<file path="src/rtl/rv_seq_ctrl_if.sv">
// Instruction-memory fetch port for the RV32I multi-cycle sequencer.
// The sequencer is the master: it drives req/addr and receives ack/rdata.
interface rv_seq_ctrl_if;
    logic        req;
    logic [31:0] addr;
    logic        ack;
    logic [31:0] rdata;

    modport master (output req, output addr, input ack, input rdata);
    modport slave  (input req, input addr, output ack, output rdata);
endinterface

</file>
<file path="src/rtl/rv_seq_ctrl.sv">
// Multi-cycle fetch/decode/execute/writeback sequencer for the RV32I OP-IMM/OP subset.
// It owns the PC, the instruction register and the retired-instruction counter.
module rv_seq_ctrl #(
    parameter logic [31:0] RESET_PC = 32'h0000_0000
) (
    input  logic                 clk,
    input  logic                 rst,
    input  logic                 run,
    rv_seq_ctrl_if.master        imem,
    output logic [31:0]          ir,
    input  logic                 dec_wrt_en,
    output logic                 alu_en,
    output logic                 rf_we,
    output logic [31:0]          pc,
    output logic [2:0]           state,
    output logic                 illegal,
    output logic [31:0]          instret
);

    typedef enum logic [2:0] {
        S_IDLE      = 3'd0,
        S_FETCH     = 3'd1,
        S_DECODE    = 3'd2,
        S_EXECUTE   = 3'd3,
        S_WRITEBACK = 3'd4,
        S_TRAP      = 3'd5
    } seq_state_t;

    localparam logic [6:0]  OPC_OP_IMM = 7'b0010011;
    localparam logic [6:0]  OPC_OP     = 7'b0110011;
    localparam logic [6:0]  F7_ZERO    = 7'h00;
    localparam logic [6:0]  F7_ALT     = 7'h20;
    localparam logic [31:0] NOP_INSN   = 32'h0000_0013;

    seq_state_t  state_r;
    logic [31:0] pc_r;
    logic [31:0] ir_r;
    logic        illegal_r;
    logic [31:0] instret_r;
    logic        legal_s;

    // Supported-encoding check; funct7 only qualifies shifts (OP-IMM) and SUB/SRA (OP).
    function automatic logic is_legal(input logic [6:0] opcode,
                                      input logic [2:0] funct3,
                                      input logic [6:0] funct7);
        logic ok_v;
        ok_v = 1'b0;
        case (opcode)
            OPC_OP_IMM: begin
                case (funct3)
                    3'b001:  ok_v = (funct7 == F7_ZERO);
                    3'b101:  ok_v = (funct7 == F7_ZERO) || (funct7 == F7_ALT);
                    default: ok_v = 1'b1;
                endcase
            end
            OPC_OP: begin
                if (funct7 == F7_ZERO) begin
                    ok_v = 1'b1;
                end else if (funct7 == F7_ALT) begin
                    ok_v = (funct3 == 3'b000) || (funct3 == 3'b101);
                end else begin
                    ok_v = 1'b0;
                end
            end
            default: ok_v = 1'b0;
        endcase
        return ok_v;
    endfunction

    assign legal_s = is_legal(ir_r[6:0], ir_r[14:12], ir_r[31:25]);

    // Sequencer FSM plus PC, IR, trap flag and retire counter.
    always_ff @(posedge clk) begin
        if (rst) begin
            state_r   <= S_IDLE;
            pc_r      <= RESET_PC;
            ir_r      <= NOP_INSN;
            illegal_r <= 1'b0;
            instret_r <= 32'd0;
        end else begin
            case (state_r)
                S_IDLE: begin
                    state_r <= run ? S_FETCH : S_IDLE;
                end
                S_FETCH: begin
                    if (imem.ack) begin
                        ir_r    <= imem.rdata;
                        state_r <= S_DECODE;
                    end else begin
                        state_r <= S_FETCH;
                    end
                end
                S_DECODE: begin
                    if (legal_s) begin
                        state_r <= S_EXECUTE;
                    end else begin
                        illegal_r <= 1'b1;
                        state_r   <= S_TRAP;
                    end
                end
                S_EXECUTE: begin
                    state_r <= S_WRITEBACK;
                end
                S_WRITEBACK: begin
                    pc_r      <= pc_r + 32'd4;
                    instret_r <= instret_r + 32'd1;
                    state_r   <= run ? S_FETCH : S_IDLE;
                end
                S_TRAP: begin
                    state_r <= S_TRAP;
                end
                default: begin
                    state_r <= S_IDLE;
                end
            endcase
        end
    end

    // Strobes are pure decodes of the state register so they can never leak into other states.
    always_comb begin
        imem.req = (state_r == S_FETCH);
        alu_en   = (state_r == S_EXECUTE);
        if (state_r == S_WRITEBACK) begin
            rf_we = dec_wrt_en && (ir_r[11:7] != 5'd0);
        end else begin
            rf_we = 1'b0;
        end
    end

    assign imem.addr = pc_r;
    assign ir        = ir_r;
    assign pc        = pc_r;
    assign state     = state_r;
    assign illegal   = illegal_r;
    assign instret   = instret_r;

endmodule

</file>
<file path="src/flat_wrapper.sv">
// flat-port wrapper written by rule: the top's interface ports become plain ports
module rv_seq_ctrl_flat 
#(
    parameter logic [31:0] RESET_PC = 32'h0000_0000
)
  (clk, rst, run, ir, dec_wrt_en, alu_en, rf_we, pc, state, illegal, instret, imem_req, imem_addr, imem_ack, imem_rdata);
  rv_seq_ctrl_if imem_i ();
  input  logic clk;
  input  logic rst;
  input  logic run;
  output logic [31:0] ir;
  input  logic dec_wrt_en;
  output logic alu_en;
  output logic rf_we;
  output logic [31:0] pc;
  output logic [2:0] state;
  output logic illegal;
  output logic [31:0] instret;
  output wire logic [$bits(imem_i.req)-1:0] imem_req;
  output wire logic [$bits(imem_i.addr)-1:0] imem_addr;
  input wire logic [$bits(imem_i.ack)-1:0] imem_ack;
  input wire logic [$bits(imem_i.rdata)-1:0] imem_rdata;
  assign imem_req = imem_i.req;
  assign imem_addr = imem_i.addr;
  assign imem_i.ack = imem_ack;
  assign imem_i.rdata = imem_rdata;
  rv_seq_ctrl #(.RESET_PC(RESET_PC)) u_core (.clk(clk), .rst(rst), .run(run), .imem(imem_i), .ir(ir), .dec_wrt_en(dec_wrt_en), .alu_en(alu_en), .rf_we(rf_we), .pc(pc), .state(state), .illegal(illegal), .instret(instret));
endmodule
</file>
<file path="config.mk">
export PLATFORM = sky130hd
export DESIGN_NAME = rv_seq_ctrl_flat
export DESIGN_NICKNAME = d
export VERILOG_FILES = /design/src/rtl/rv_seq_ctrl_if.sv /design/src/rtl/rv_seq_ctrl.sv /design/src/flat_wrapper.sv
export SDC_FILE = /design/constraint.sdc
export NUM_CORES = 1
export LEC_CHECK = 0
export BUFFER_PORTS_ARGS = -buffer_cell sky130_fd_sc_hd__clkbuf_2
export CORE_MARGIN = 3
export CORE_UTILIZATION = 53
export CTS_CLUSTER_DIAMETER = 40
export DETAILED_ROUTE_END_ITERATION = 6
export GPL_TIMING_DRIVEN = 0
export PLACE_DENSITY = 0.86
export SLEW_MARGIN = 20
export SYNTH_ARGS = -nofsm -noshare
export SYNTH_HDL_FRONTEND = slang
export SYNTH_SLANG_ARGS = --single-unit
export TNS_END_PERCENT = 20
</file>
<file path="constraint.sdc">
create_clock -name clk -period 4.8 [get_ports clk]
set_clock_uncertainty 0.1 [all_clocks]
set_input_delay 0 -clock clk [delete_from_list [all_inputs] [get_ports clk]]
set_output_delay 0 -clock clk [all_outputs]
set_load 0.03 [all_outputs]
</file>
==> results of run 1 <==
[logic make-up after synthesis]
family	Yosys count	share of synthesized area
flops	98	0.437
mux	2	0.00446
fa+ha+maj	2	0.00557
simple gates	256	0.295
compound gates	40	0.0502
xor+xnor	60	0.117
buf+inv	70	0.0897
other cells	1	0.000835
[registers in the layout, indices dropped and copies added, names as in the netlist]
register and cells:
u_core.imem.addr 30, u_core.instret 32, u_core.illegal 1, u_core.ir 32
u_core.state 3
[worst paths after layout]
path                             end  slack (ps)  depth (start not counted)
hold reg to reg        u_core.ir[16]         370                          2
setup reg to reg  u_core.instret[22]        2410                          6
setup / recovery  u_core.instret[22]        2410                          6
hold / removal       u_core.state[0]          40                          3
[per-layer routing]
layer	track usage	up-vias
li1	-	2153
met1	0.297	2074
met2	0.454	220
met3	0.0679	26
met4	0.0990	0
met5	0	-
[worst max-delay path, cell delays in order (launching register included)]
cell,delay [ps]
dfxtp_1,470
ha_1,220
nand4bb_1,180
nor4_2,700
nand4_1,250
xor2_1,270
nor2_1,90
[power groups by stage]
stage	logic [mW]	clock network (mW)	registers [mW]
floorplan	0.0692	0	0.892
global placement	0.150	0	0.860
detailed placement	0.153	0	0.861
CTS	0.175	0.502	0.842
global route	0.196	0.538	0.845
finish	0.182	0.503	0.843
[placed cells by master, fill, tap and decap left out, types with 8 or more instances in the layout]
| cell type | Yosys | routed |
|---|---|---|
| xnor2_1 | 22 | 22 |
| xor2_1 | 38 | 38 |
| clkbuf_1 | 16 | 17 |
| inv_1 | 8 | 8 |
| nor4_2 | 8 | 8 |
| buf_4 | 35 | 35 |
| and4_1 | 8 | 8 |
| nand3_1 | 25 | 25 |
| a21oi_1 | 31 | 31 |
| clkbuf_8 | 0 | 10 |
| nand4_1 | 20 | 20 |
| nand2_1 | 82 | 82 |
| dlygate4sd3_1 | 0 | 35 |
| dfxtp_1 | 98 | 98 |
| clkbuf_2 | 0 | 166 |
| nor2_1 | 74 | 74 |
[cell type report]
| class | count | area [um2] |
|---|---|---|
| plain buffers | 61 | 369 |
| clock buffers | 11 | 141 |
| clock inverters | 5 | 38.8 |
| fillers | 606 | 1980 |
| inverters | 9 | 33.8 |
| multi-input cells | 364 | 2140 |
| flip-flops and latches | 98 | 1960 |
| well taps | 102 | 128 |
| repair buffers | 201 | 1180 |
==> metrics.cfg, run 1 <==
[placed_design]
gp_routability_congestion=0.850
dp_hpwl_um=8600
port_buffers=166
dpl-instance-area_um2=5460
dp.cells=800
dp_worst_setup_slack_ps=2600

[routing]
ant_nets=0
drt-total-wl_um=12500
firstDrtPassIters=5
drt_drc_violations_left=0
dr_wl_met2_um=6200
dr_wl_met3_um=1130
wl_met1_um=4910
vias=4473
wl_per_cell_um=14.7
first_iter_violations=147
routed.top_layer=met4
via_per_inst=5.26

[logic_synthesis]
synthDistinctLibCells=45
ys_top_cells_by_area=dfxtp_1 44%, xor2_1 7.4%, nand2_1 6.9%
synth_warnings=0
syn_avg_cell_area_um2=8.49
yosysTopAreaCell=dfxtp_1
synth.yosys.seq_area_share=0.437
synth_most_common_cell=dfxtp_1
synth_enable_flop_cells=0
synth_top_area_frac=0.437
netlist_area_um2=4490
yosys-top-cells-count=98 x dfxtp_1, 82 x nand2_1, 74 x nor2_1
yosys_register_bits=98
ys.flop_type=dfxtp_1
synthArstFlopShare=0
synthCells=529

[critical_path]
critPathKind=reg -> reg
cp.arrival_ps=2520
worstSetupStartpointType=register
startpoint=u_core.instret[1]
required_ps=4930
timing.rr.start=u_core.instret[1]
cp-end-kind=register
cp_max_fo=8

[cells_and_area]
diodes=0
finalInstanceArea_um2=5990
drive_gt1_frac=0.322
finalCoreUtilization=0.752
final_nets=783
instances_no_fill=851
synthToLayoutAreaGrowth_pct=33.4

[global_route]
antenna_found_initial=0
grt_pass1_wl_um=20700
grt_usage=0.257
grt_pass1_vias=4341
grt-ovfl-total=0
grt_start_max_net_pins=17

[sta]
totalNegativeSetupSlack_ps=0
drv_slew=0
grt_setup_unrepaired=false
max_slew_margin=0.474
finalCritPeriodShare=0.498
worst_pin_slew_ps=782
finalSetupViolations=0
hold_viol=0
fmaxAchievable_mhz=419
post-route-min-period_ps=2390
holdWs_ps=40.3
setup_ws_ps=2410

[run_status]
status=finished, final reports clean

[pwr]
p_switching_mw=0.424
total_power_mw=1.53
combPwrFrac=0.119
leakage_nw=2.69
p_int_mw=1.10
power.density_nw_per_um2=255
seqPwrFrac=0.552
clkPwrFrac=0.329
peakVddDrop_mv=0.222
netSwitchingFraction=0.277

[clocking]
cts-hold-fix-buffers=35
clk_path_buf_depth=2
post_cts_resized=0
cts_tree=built
clk_pin_slew_worst_paths_ps=100
cts_buffers=9
h-tree-depth=3
clk_latency_ps=360
postCtsSetupBuffers=0
clock-root-buffer=clkbuf_8
cts_sinks=98

[die]
fp.coreArea_um2=7970
rows=32
start_util=0.564
dieHeight_um=98.0
die_x_um=98.0
io_pins=172
dieArea_um2=9610

[hold_path]
hp-class=in -> reg
min_from=imem_ack

[run]
cap_violations=0

(Power assumes the default switching activity.)
==> run 2: changes to the inputs <==
CORE_UTILIZATION = 49   (was 53)
PLACE_DENSITY = 0.8   (was 0.86)
clock period = 2.5 ns   (was 4.8 ns; I/O delays follow)
==> metrics.cfg, run 2 (synthesized netlist as in run 1, its figures left out) <==
[sta]
drv_slew=0  ; unchanged
max_slew_margin=0.480  ; was 0.474
totalNegativeSetupSlack_ps=0  ; unchanged
worst_pin_slew_ps=773  ; was 782 ps
post-route-min-period_ps=2240  ; was 2390 ps
finalSetupViolations=0  ; unchanged
holdWs_ps=27.0  ; was 40.3 ps
grt_setup_unrepaired=false  ; unchanged
finalCritPeriodShare=0.897  ; was 0.498
fmaxAchievable_mhz=446  ; was 419 MHz
hold_viol=0  ; unchanged

[cells_and_area]
n_fill_cell=704  ; was 606
final_cell_mix=166 x clkbuf_2, 98 x dfxtp_1, 82 x nand2_1, 74 x nor2_1, 38 x xor2_1  ; unchanged
finalInstanceArea_um2=6080  ; was 5990 um2
diodes=0  ; unchanged
final_nets=784  ; was 783
finalCoreUtilization=0.691  ; was 0.752
layout_commonest_cell=clkbuf_2  ; unchanged
drive_gt1_frac=0.323  ; was 0.322
synthToLayoutAreaGrowth_pct=35.5  ; was 33.4%

[die]
start_util=0.510  ; was 0.564
io_pins=172  ; unchanged
dieArea_um2=10300  ; was 9610 um2
fp.coreArea_um2=8810  ; was 7970 um2
rows=34  ; was 32
dieHeight_um=102  ; was 98.0 um
die_x_um=102  ; was 98.0 um

[critical_path]
cp.arrival_ps=2370  ; was 2520 ps
crit_chain=ha_1 > nand4bb_1 > nor4_2 > nand3_1 > xor2_1 > nor2_1  ; was ha_1 > nand4bb_1 > nor4_2 > nand4_1 > xor2_1 > nor2_1
cpLargestDelayFamily=simple AND/OR/NAND/NOR gates  ; unchanged
cp_num_cells=6  ; unchanged
critPathKind=reg -> reg  ; unchanged
worstSetupStartpointType=register  ; unchanged
required_ps=2630  ; was 4930 ps
critPathMaxStageDelay_ps=710  ; was 700 ps
critPathBufInv=0  ; unchanged
cp-end-kind=register  ; unchanged
rr_worst_depth=6  ; unchanged
cp_slowest_cell=nor4_2  ; unchanged
cp_max_fo=8  ; unchanged

[global_route]
grt_pass1_vias=4169  ; was 4341
grt_start_max_net_pins=16  ; was 17
antenna_found_initial=0  ; unchanged
grt-ovfl-total=0  ; unchanged
grt_pass1_wl_um=19700  ; was 20700 um
grt_usage=0.235  ; was 0.257

[routing]
via_per_inst=5.12  ; was 5.26
ant_nets=0  ; unchanged
drt_drc_violations_left=0  ; unchanged
wl_per_cell_um=14.0  ; was 14.7 um
vias=4390  ; was 4473
firstDrtPassIters=4  ; was 5
first_iter_violations=108  ; was 147
drt-total-wl_um=12000  ; was 12500 um

[clocking]
cts_buffers=9  ; unchanged
postCtsSetupBuffers=0  ; unchanged
clk_pin_slew_worst_paths_ps=90  ; was 100 ps
cts_tree=built  ; unchanged
clock-root-buffer=clkbuf_8  ; unchanged
clk_path_buf_depth=2  ; unchanged
h-tree-depth=3  ; unchanged
cts_sinks=98  ; unchanged
clk_latency_ps=350  ; was 360 ps

[pwr]
netSwitchingFraction=0.242  ; was 0.277
p_switching_mw=0.778  ; was 0.424 mW
power.density_nw_per_um2=529  ; was 255 nW/um2
combPwrFrac=0.108  ; was 0.119
peakVddDrop_mv=0.416  ; was 0.222 mV
leakage_nw=2.73  ; was 2.69 nW
clkPwrFrac=0.390  ; was 0.329
p_int_mw=2.44  ; was 1.10 mW
seqPwrFrac=0.502  ; was 0.552
total_power_mw=3.22  ; was 1.53 mW

[placed_design]
gp_routability_congestion=0.814  ; was 0.850
port_buffers=166  ; unchanged
dpl-instance-area_um2=5470  ; was 5460 um2
dp_hpwl_um=8380  ; was 8600 um

[hold_path]
hp-class=in -> reg  ; unchanged
hold_depth=3  ; unchanged

[run]
cap_violations=0  ; unchanged

[run_status]
status=finished, final reports clean  ; unchanged

==> run 2: power groups by stage <==
stage,Sequential [mW],Clock (mW),Combinational [mW]
after floorplan,1.71,0,0.134
after global placement,1.65,0,0.290
after detailed placement,1.65,0,0.295
after CTS,1.62,1.28,0.340
after global routing,1.62,1.34,0.377
final,1.62,1.25,0.348
==> run 2: worst reg2reg max path, cell delays in order, from the launching register on <==
cell and delay, ps:
dfxtp_1 470, ha_1 220, nand4bb_1 210, nor4_2 710, nand3_1 190, xor2_1 180, nor2_1 60
==> run 2: area by class of cell <==
| cell class | instances | area [um2] | share of cell area |
|---|---|---|---|
| multi-input cells | 364 | 2140 | 0.352 |
| flip-flops and latches | 98 | 1960 | 0.323 |
| repair buffers | 202 | 1190 | 0.196 |
| plain buffers | 61 | 369 | 0.0607 |
| clock buffers | 11 | 151 | 0.0249 |
| well taps | 108 | 135 | 0.0222 |
| clock inverters | 4 | 98.8 | 0.0162 |
| inverters | 9 | 33.8 | 0.00555 |
==> run 2: routing by layer <==
| layer | track usage | share of wire |
|---|---|---|
| met4 | 0.0603 | 0.014 |
| met3 | 0.0647 | 0.070 |
| met5 | 0 | 0 |
| met2 | 0.422 | 0.51 |
| met1 | 0.277 | 0.41 |
==> run 2: path summary, 6_finish.rpt <==
| check | start | endpoint | slack (ps) |
|---|---|---|---|
| worst max register to register | u_core.instret[0] | u_core.instret[16] | 260 |
| worst max-delay path | u_core.instret[0] | u_core.instret[16] | 260 |
| worst min register to register | u_core.ir[23] | u_core.ir[23] | 370 |
| worst min-delay path | imem_ack | u_core.state[1] | 30 |
==> run 2: per-stage QoR <==
stage / worst slack [ps] / cells
finish: 257 / 857
global route: 23.2 / 857
CTS: 227 / 857
detailed placement: 258 / 806
global placement: 300 / 806
floorplan: 291 / 532
==> run 2: repair_timing <==
item | 4_1_cts | 5_1_grt
hold buffers | 36 | 0
endpoints found under the hold margin | 33 | 0
gates resized for setup | 0 | 0
